### src/rtl/ring_seq.sv
// Multimode circular shift register: ring/Johnson rotation in either direction,
// parallel load, hold, step prescaler, and registered step/wrap/error pulses.
module ring_seq #(
   parameter int             N       = 8,
   parameter int             DIV     = 1,
   parameter logic [N-1:0]   SEED    = N'(1),
   parameter bit             AUTOFIX = 1'b1
) (
   input  logic          clk,
   input  logic          clr,
   input  logic          en,
   input  logic          dir,
   input  logic [1:0]    mode,
   input  logic [N-1:0]  d,
   output logic [N-1:0]  q,
   output logic          tick,
   output logic          wrap,
   output logic          err
);

   localparam int DW = (DIV > 1) ? $clog2(DIV) : 1;
   localparam int PW = $clog2(2 * N);

   localparam logic [DW-1:0] DIV_MAX  = DW'(DIV - 1);
   localparam logic [DW-1:0] DIV_ONE  = DW'(1);
   localparam logic [PW-1:0] POS_ONE  = PW'(1);
   localparam logic [PW-1:0] PER_RING = PW'(N - 1);
   localparam logic [PW-1:0] PER_JOHN = PW'(2 * N - 1);

   typedef enum logic [1:0] {
      MODE_RING = 2'b00,
      MODE_JOHN = 2'b01,
      MODE_LOAD = 2'b10,
      MODE_HOLD = 2'b11
   } mode_t;

   logic [N-1:0]  q_reg, q_next;
   logic [DW-1:0] div_cnt_reg, div_cnt_next;
   logic [PW-1:0] pos_reg, pos_next;
   logic          last_mode_reg, last_mode_next;
   logic          tick_reg, tick_next;
   logic          wrap_reg, wrap_next;
   logic          err_reg, err_next;

   logic [N-1:0]  rot_lsb, rot_msb;
   logic          fb_lsb, fb_msb;
   logic          john;
   logic [PW-1:0] pos_last;
   logic          bad_onehot;
   mode_t         mode_sel;

   assign mode_sel = mode_t'(mode);
   assign john     = mode[0];
   assign pos_last = john ? PER_JOHN : PER_RING;

   // Johnson feeds back the inverted outgoing bit; ring feeds it back as-is.
   assign fb_lsb = john ? ~q_reg[0]   : q_reg[0];
   assign fb_msb = john ? ~q_reg[N-1] : q_reg[N-1];

   generate
      for (genvar gi = 0; gi < N - 1; gi++) begin : g_shift
         assign rot_lsb[gi]   = q_reg[gi+1];
         assign rot_msb[gi+1] = q_reg[gi];
      end
   endgenerate
   assign rot_lsb[N-1] = fb_lsb;
   assign rot_msb[0]   = fb_msb;

   assign bad_onehot = ($countones(q_reg) != 1);

   always_comb begin
      q_next         = q_reg;
      div_cnt_next   = div_cnt_reg;
      pos_next       = pos_reg;
      last_mode_next = last_mode_reg;
      tick_next      = 1'b0;
      wrap_next      = 1'b0;
      err_next       = 1'b0;
      case (mode_sel)
         MODE_LOAD: begin
            q_next       = d;
            div_cnt_next = '0;
            pos_next     = '0;
         end
         MODE_HOLD: begin
         end
         default: begin
            if (john != last_mode_reg) begin
               // Switching rotate flavour restarts the period without stepping.
               div_cnt_next   = '0;
               pos_next       = '0;
               last_mode_next = john;
            end else if (en) begin
               if (div_cnt_reg == DIV_MAX) begin
                  div_cnt_next = '0;
                  tick_next    = 1'b1;
                  if (AUTOFIX && !john && bad_onehot) begin
                     q_next   = SEED;
                     pos_next = '0;
                     err_next = 1'b1;
                  end else begin
                     q_next = dir ? rot_msb : rot_lsb;
                     if (pos_reg == pos_last) begin
                        pos_next  = '0;
                        wrap_next = 1'b1;
                     end else begin
                        pos_next = pos_reg + POS_ONE;
                     end
                  end
               end else begin
                  div_cnt_next = div_cnt_reg + DIV_ONE;
               end
            end
         end
      endcase
   end

   always_ff @(posedge clk) begin
      if (clr) begin
         q_reg         <= SEED;
         div_cnt_reg   <= '0;
         pos_reg       <= '0;
         last_mode_reg <= 1'b0;
         tick_reg      <= 1'b0;
         wrap_reg      <= 1'b0;
         err_reg       <= 1'b0;
      end else begin
         q_reg         <= q_next;
         div_cnt_reg   <= div_cnt_next;
         pos_reg       <= pos_next;
         last_mode_reg <= last_mode_next;
         tick_reg      <= tick_next;
         wrap_reg      <= wrap_next;
         err_reg       <= err_next;
      end
   end

   assign q    = q_reg;
   assign tick = tick_reg;
   assign wrap = wrap_reg;
   assign err  = err_reg;

endmodule

### config.mk
export PLATFORM = sky130hd
export DESIGN_NAME = ring_seq
export DESIGN_NICKNAME = d
export VERILOG_FILES = /design/src/rtl/ring_seq.sv
export SDC_FILE = /design/constraint.sdc
export NUM_CORES = 1
export LEC_CHECK = 0
export ABC_AREA = 1
export ABC_CLOCK_PERIOD_IN_PS = 5800
export CAP_MARGIN = 30
export CORE_AREA = 3 3 52 54
export DETAILED_ROUTE_END_ITERATION = 12
export DIE_AREA = 0 0 55 57
export PLACE_DENSITY = 0.85
export SYNTH_ARGS = -nofsm -noshare
export SYNTH_HDL_FRONTEND = slang
export SYNTH_SLANG_ARGS = --single-unit
### constraint.sdc
create_clock -name clk -period 5.8 [get_ports clk]
set_input_delay 1.16 -clock clk [delete_from_list [all_inputs] [get_ports clk]]
set_output_delay 1.16 -clock clk [all_outputs]
set_load 0.02 [all_outputs]
==> metrics.yaml <==
netlist_area_um2: 1120
antenna_found_initial: 0
synth_nets: 193
drive_gt1_frac: 0.0777
skew_ps: 10.0
ys_ff_latch: 16
cts_max_path_buffers: 2
cts_resized: 0
fmax_ghz: 0.275
grt_pass1_vias: 1135
clkTransAtPathRegs_ps: 110
antenna_cells: 0
maxCapViolations: 0
cts-root-buf: "clkbuf_4"
place.gp.congestion: 0.851
final-setup-viol-count: 0
initial_core_util: 0.498
grt_max_degree: 14
power_leakage_uw: 0.000633
maxSlewViolCount: 0
power_uw: 300
synth_seq_area_share: 0.285
grt_pass1_wl_um: 4690
cts_inserted_buffers: 3
layout.nets: 216
grtUsageMet3: 0.0470
final-hold-violation-count: 0
p_switching_uw: 105
synth_cells: 171
drc_errors: 0
dieArea_um2: 3140
io_pins: 25
insertion_delay_ps: 300
timing.hold.ws_ps: 492
overflow: 0
cp.required_ps: 6030
power_frac_seq: 0.406
totalWireLength_um: 2880
post_cts_buffers: 0
fin_setup_tns_ps: 0
wl_per_cell_um: 13.0
tightest_slew_ps: 404
cts_tree: "built"
peakVddDrop_mv: 0.126
avgViaCountPerCell: 5.36
use_met2: 0.338
pwr-share-clk: 0.259
hold_buffers: 0
largest_reg_flops: 8
synth_cell_types: 21
ant_nets: 0
post_dp_cell_area_um2: 1350
coreArea_um2: 2250
rsz0062_at_grt: "no"
crit_fanout: 11
post-route-cell-area_um2: 1390
die-height_um: 57
die_x_um: 55
final_cell_mix: "nand2_1, inv_1, nand3_1, clkdlybuf4s50_1, dfxtp_1"
dr.pass1.iters: 4
status: "finished, final reports clean"
rows: 17
power_density_nw_per_um2: 216
drt-initial-drc-count: 26
hold_path.class: "reg -> reg"
cp.arrival_ps: 3870
syn_area_per_cell_um2: 6.56
io_buffer_count: 24
layout.cells.most_common: "nand2_1"
crit_path_end_kind: "flip-flop"
via_count: 1184
synth_warnings: 0
slew_headroom: 0.730
worst-setup-path-type: "reg -> reg"
swShare: 0.351
cp-start-kind: "flip-flop"
synthToLayoutAreaGrowth_pct: 23.7
top_usage_layer: "met2"
post-route-period-util: 0.627
pwr-share-comb: 0.335
dp_hpwl_um: 2180
grt.total_usage: 0.199
period_needed_ps: 3640
p_int_uw: 195
cts-htree-levels: 1
met1_usage: 0.229
clock-sinks: 16
metal layers:
metal  part of all wire  vias up
li1                   -      575
met1               0.41      543
met2               0.51       56
met3              0.068       10
met4              0.018        0
met5                  0        -
stage by stage:
stage	util	cells	setup slack, ps
finish	0.616	221	2160
global route	0.616	221	1930
CTS	0.616	221	2170
detailed placement	0.600	217	2200
global placement	0.600	217	2410
floorplan	-	171	2440
power groups by stage:
stage | Sequential, uW | Clock (uW) | Combinational [uW]
2_1_floorplan | 128 | 0 | 65.2
3_3_place_gp | 124 | 0 | 93.4
3_5_place_dp | 124 | 0 | 99.2
4_1_cts | 122 | 77.6 | 101
5_1_grt | 123 | 82.8 | 114
6_report | 122 | 77.9 | 100
logic make-up (layout without fill, tap and decap cells):
kind of cell,after synthesis,in the layout,share of synthesized area
compound gates,25,25,0.122
xor+xnor,1,1,0.00781
fa+ha+maj,8,8,0.116
buf+inv,39,61,0.150
flops,16,16,0.285
simple gates,82,82,0.319
worst max-delay path, stage by stage, from the launching register on:
cell and delay [ps]:
dfxtp_1 420, inv_1 110, fa_1 560, fa_1 430, fa_1 430, inv_1 70, ha_1 160, inv_1 60
fa_1 490, nand2_1 50, nor2_1 100, nand2_1 60, nand2_1 280, nand3_1 190, o21ai_1 160
layout make-up:
type,instances,area (um^2)
Multi-Input combinational cell,116,633
Sequential cell,16,320
Timing Repair Buffer,24,240
Clock buffer,4,36.3
Fill cell,212,866
Inverter,33,124
Tap cell,28,35.0
cells in the mapped netlist, drive strengths merged:
master	n	area (um^2)
a21oi	15	86.3
buf	4	37.5
clkbuf	2	7.51
dfxtp	16	320
fa	4	80.1
ha	4	50.1
inv	33	124
nand2	45	174
nand3	25	130
nor2	8	30.0
nor3	1	5.00
o21ai	10	50.0
or2	3	18.8
xor2	1	8.76
final timing paths:
kind / start / end / slack, ps / cells after the start
hold / removal: last_mode_reg$_SDFFE_PP0P_ / last_mode_reg$_SDFFE_PP0P_ / 490 / 2
setup / recovery: q[0]$_SDFFE_PP1P_ / pos_reg[2]$_SDFFE_PP0P_ / 2160 / 14
setup reg to reg: q[0]$_SDFFE_PP1P_ / pos_reg[2]$_SDFFE_PP0P_ / 2160 / 14
hold reg to reg: last_mode_reg$_SDFFE_PP0P_ / last_mode_reg$_SDFFE_PP0P_ / 490 / 2
Power figures use the tool's default switching activity.
